--- src/rtl/serial_adder_ctrl.sv ---
// Bit-serial adder: one full adder reused LSB-first over WIDTH cycles,
// sequenced by a three-state IDLE/RUN/DONE controller.
module serial_adder_ctrl #(
    parameter int WIDTH = 8
) (
    input  logic             clk,
    input  logic             rst_n,
    input  logic             start,
    input  logic [WIDTH-1:0] A,
    input  logic [WIDTH-1:0] B,
    input  logic             Cin,
    output logic             busy,
    output logic             done,
    output logic [WIDTH-1:0] Sum,
    output logic             Cout
);

    localparam int CW = $clog2(WIDTH + 1);

    typedef enum logic [1:0] {
        IDLE = 2'd0,
        RUN  = 2'd1,
        DONE = 2'd2
    } state_t;

    state_t           state;
    state_t           state_nxt;
    logic [WIDTH-1:0] opa;
    logic [WIDTH-1:0] opb;
    logic [WIDTH-1:0] res;
    logic [WIDTH-1:0] res_nxt;
    logic             carry;
    logic [CW-1:0]    cnt;
    logic             fa_sum;
    logic             fa_carry;
    logic             last_bit;

    assign fa_sum   = opa[0] ^ opb[0] ^ carry;
    assign fa_carry = (opa[0] & opb[0]) | (opa[0] & carry) | (opb[0] & carry);
    // Sum bits enter at the MSB so that after WIDTH shifts bit 0 sits at the LSB.
    assign res_nxt  = (res >> 1) | (WIDTH'(fa_sum) << (WIDTH - 1));
    assign last_bit = (cnt == CW'(WIDTH - 1));

    assign busy = (state == RUN);
    assign done = (state == DONE);

    always_ff @(posedge clk or negedge rst_n) begin
        if (!rst_n) state <= IDLE;
        else        state <= state_nxt;
    end

    always_comb begin
        state_nxt = state;
        unique case (state)
            IDLE:    if (start) state_nxt = RUN;
            RUN:     if (last_bit) state_nxt = DONE;
            DONE:    state_nxt = IDLE;
            default: state_nxt = IDLE;
        endcase
    end

    always_ff @(posedge clk or negedge rst_n) begin
        if (!rst_n) begin
            opa   <= '0;
            opb   <= '0;
            res   <= '0;
            carry <= 1'b0;
            cnt   <= '0;
            Sum   <= '0;
            Cout  <= 1'b0;
        end else begin
            unique case (state)
                IDLE: begin
                    if (start) begin
                        opa   <= A;
                        opb   <= B;
                        carry <= Cin;
                        cnt   <= '0;
                    end
                end
                RUN: begin
                    res   <= res_nxt;
                    carry <= fa_carry;
                    opa   <= opa >> 1;
                    opb   <= opb >> 1;
                    cnt   <= cnt + CW'(1);
                    if (last_bit) begin
                        Sum  <= res_nxt;
                        Cout <= fa_carry;
                    end
                end
                default: ;
            endcase
        end
    end

endmodule

--- config.mk ---
export PLATFORM = sky130hd
export DESIGN_NAME = serial_adder_ctrl
export DESIGN_NICKNAME = d
export VERILOG_FILES = /design/src/rtl/serial_adder_ctrl.sv
export SDC_FILE = /design/constraint.sdc
export NUM_CORES = 1
export LEC_CHECK = 0
export ABC_AREA = 1
export BUFFER_PORTS_ARGS = -buffer_cell sky130_fd_sc_hd__buf_2
export CAP_MARGIN = 20
export CORE_MARGIN = 2
export CORE_UTILIZATION = 61
export CTS_BUF_LIST = sky130_fd_sc_hd__clkbuf_8
export DETAILED_ROUTE_END_ITERATION = 10
export HOLD_SLACK_MARGIN = 0.15
export PLACE_DENSITY = 0.93
export SLEW_MARGIN = 25
export SYNTH_ARGS = -nofsm -noshare
export SYNTH_HDL_FRONTEND = slang
export SYNTH_SLANG_ARGS = --single-unit
--- constraint.sdc ---
create_clock -name clk -period 2.9 [get_ports clk]
set_input_delay 0.87 -clock clk [delete_from_list [all_inputs] [get_ports clk]]
set_output_delay 0.87 -clock clk [all_outputs]
set_load 0.02 [all_outputs]
==> flow_summary.ini <==
[timing]
rsz0062_at_grt = no
min_period_ns = 2.131
fin_skew_ns = 0.003812
setup_viol_count_final = 0
fmax_mhz = 469.3
min_period_over_period = 0.7348
slew_violations = 0
setup_tns_ns = 0
hold_viol_final = 0
slew_headroom = 0.4612
worst_slew_pin_slew_ns = 0.8081

[critical_path]
crit_path_end_kind = output port
crit_family = buffers and inverters
slowest_delay_ns = 0.38
required_ns = 2.03
r2r-end = opa[0]$_DFFE_PN0P_
critical_path.slowest_cell = dfrtp_1
cp_cell_sequence = inv_2 > nand2_2 > inv_4 > buf_2
rr_worst_depth = 5
rrSetupSlack_ns = 1.48
critPathLaunchType = flop
path_buf_inv = 3
r2r-start = state[1]$_DFFE_PN0P_
crit_arrival_ns = 1.26
worstPathMaxFanout = 27
path_class = reg -> out

[global_routing]
grt_pass1_wl_um = 5547
antenna_found_initial = 0
grt_start_max_net_pins = 40
grt_use_total = 0.2292
grt_pass1_vias = 1311
grt-ovfl-total = 0

[worst_hold_path]
holdPathEnd = Sum[6]$_DFFE_PN0P_
hold_start = res[7]$_DFFE_PN0P_
holdCritPathClass = reg -> reg
worst_hold_path.num_cells = 2

[clocking]
post_cts_buffers = 0
clkSinkCount = 39
clock_path_buffers = 2
clk_pin_slew_ns = 0.07
cts_buffers = 5
clk_latency_ns = 0.28
htreeDepth = 2
cts-root-buf = clkbuf_8
post_cts_resized = 0
cts_tree = built
cts_hold_buf = 0

[logic_synthesis]
yosysTopAreaCell = dfrtp_1
yosys-top-cells-area = dfrtp_1 58%, nand2_1 17%, nand3_1 12%
ys_seq_area_frac = 0.5825
yosys.area.top_type_share = 0.5825
syn_nets = 210
synthCells = 188
synth_ff_type = dfrtp_1
netlist-cell-type-count = 17
synth_area_um2 = 1675
synth-edff-count = 0
synth-async-reset-ratio = 1.000
ys_ff_latch = 39
syn_avg_cell_area_um2 = 8.911
yosysWarnings = 0

[floorplanning]
start_util = 0.6237
fp-row-count = 19
pin_count = 31
die_area_um2 = 3182
core-area_um2 = 2686
fp.dieH_um = 56.41
die_w_um = 56.41

[drt]
drt_pass1_iterations = 4
wl_met1_um = 1338
drcViolationCount = 0
wl_per_cell_um = 12.41
met2_length_um = 1497
ant_nets = 0
highest_layer = met4
drt-initial-drc-count = 59
wl_met3_um = 179
vias_per_cell = 5.394
drt-total-wl_um = 3091
num_vias = 1343

[layout]
final_cell_mix = 76 x nand2_1, 39 x dfrtp_1, 39 x nand3_1
final_common_cell = nand2_1
layout-drive-gt1-share = 0.2064
final_net_count = 240
antenna_cells = 0
post-route-util = 0.7089
syn2layout_area_growth_pct = 13.67

[power]
p_leak_nw = 1.000
irDropWorstVdd_uv = 727.9
powerDensity_nw_per_um2 = 1046

[place]
dp.final_hpwl_um = 2044
port_buffers = 30
gp_congestion = 0.7522

[run_status]
run_status = completed

[job]
maxCapViolCount = 0
-- metal layers --
layer,up-vias,global-route usage
li1,664,-
met1,625,0.2810
met2,43,0.3798
met3,11,0.06912
met4,0,0.09184
met5,-,0
-- final cells by class --
cell class                      instances  area (um^2)
Sequential cell                        39        975.9
Fill cell                             208        782.0
Multi-Input combinational cell        135        619.3
Timing Repair Buffer                   31        157.7
Clock buffer                            6        82.58
Tap cell                               31        38.79
Inverter                                6        25.02
Clock inverter                          1        5.005
-- stage by stage --
step	area (um^2)	power [mW]	hold slack (ns)	std cells	setup slack [ns]
floorplan	1675	1.475	0.4419	188	1.257
global placement	1817	1.604	0.4485	242	1.032
detailed placement	1817	1.647	0.4522	242	1.016
CTS	1904	2.016	0.4684	249	0.7570
global route	1904	2.165	0.4986	249	0.6985
finish	1904	1.992	0.4670	249	0.7691
-- worst max-delay path by stage --
| stage | start | to | slack (ns) | depth (start not counted) |
|---|---|---|---|---|
| 6_report | state[1]$_DFFE_PN0P_ | busy | 0.77 | 4 |
| 5_1_grt | state[0]$_DFFE_PN0P_ | busy | 0.70 | 3 |
| 4_1_cts | state[1]$_DFFE_PN0P_ | busy | 0.76 | 4 |
| 3_5_place_dp | start | opb[1]$_DFFE_PN0P_ | 1.02 | 5 |
| 3_3_place_gp | start | state[0]$_DFFE_PN0P_ | 1.03 | 4 |
| 2_1_floorplan | state[0]$_DFFE_PN0P_ | busy | 1.26 | 3 |
-- power breakdown --
part           leakage, nW  internal, mW  total (mW)  switching [mW]
clock               0.0470         0.186       0.354           0.168
combinational        0.458         0.248       0.712           0.465
sequential           0.496         0.777       0.925           0.148
total                 1.00          1.21        1.99           0.781
-- synthesized netlist by cell type (2+ instances only) --
master,n
buf_2,5
nand3_1,39
nor2_4,2
nor2_1,3
nand2_2,3
inv_1,4
buf_6,2
dfrtp_1,39
o21ai_0,8
nand2_1,76
-- state kept, by name (all words and copies together) (netlist names) --
name   count
opb        8
state      2
Cout       1
opa        8
cnt        4
res        7
Sum        8
carry      1
-- worst reg2reg max path: stages (launching register included) --
cell and delay (ns):
dfrtp_1 0.38, inv_2 0.08, nand2_2 0.26, nor2_4 0.42, nand2_1 0.12, nand3_1 0.10
-- cell families (layout without fill, tap and decap cells) --
group | count (synthesis) | in the layout | synth area share
fa+ha+maj | 2 | 2 | 0.01942
simple gates | 124 | 124 | 0.3219
buf+inv | 14 | 44 | 0.04779
flops | 39 | 39 | 0.5825
compound gates | 9 | 9 | 0.02838
No activity file was read; power rests on OpenSTA's default activity.
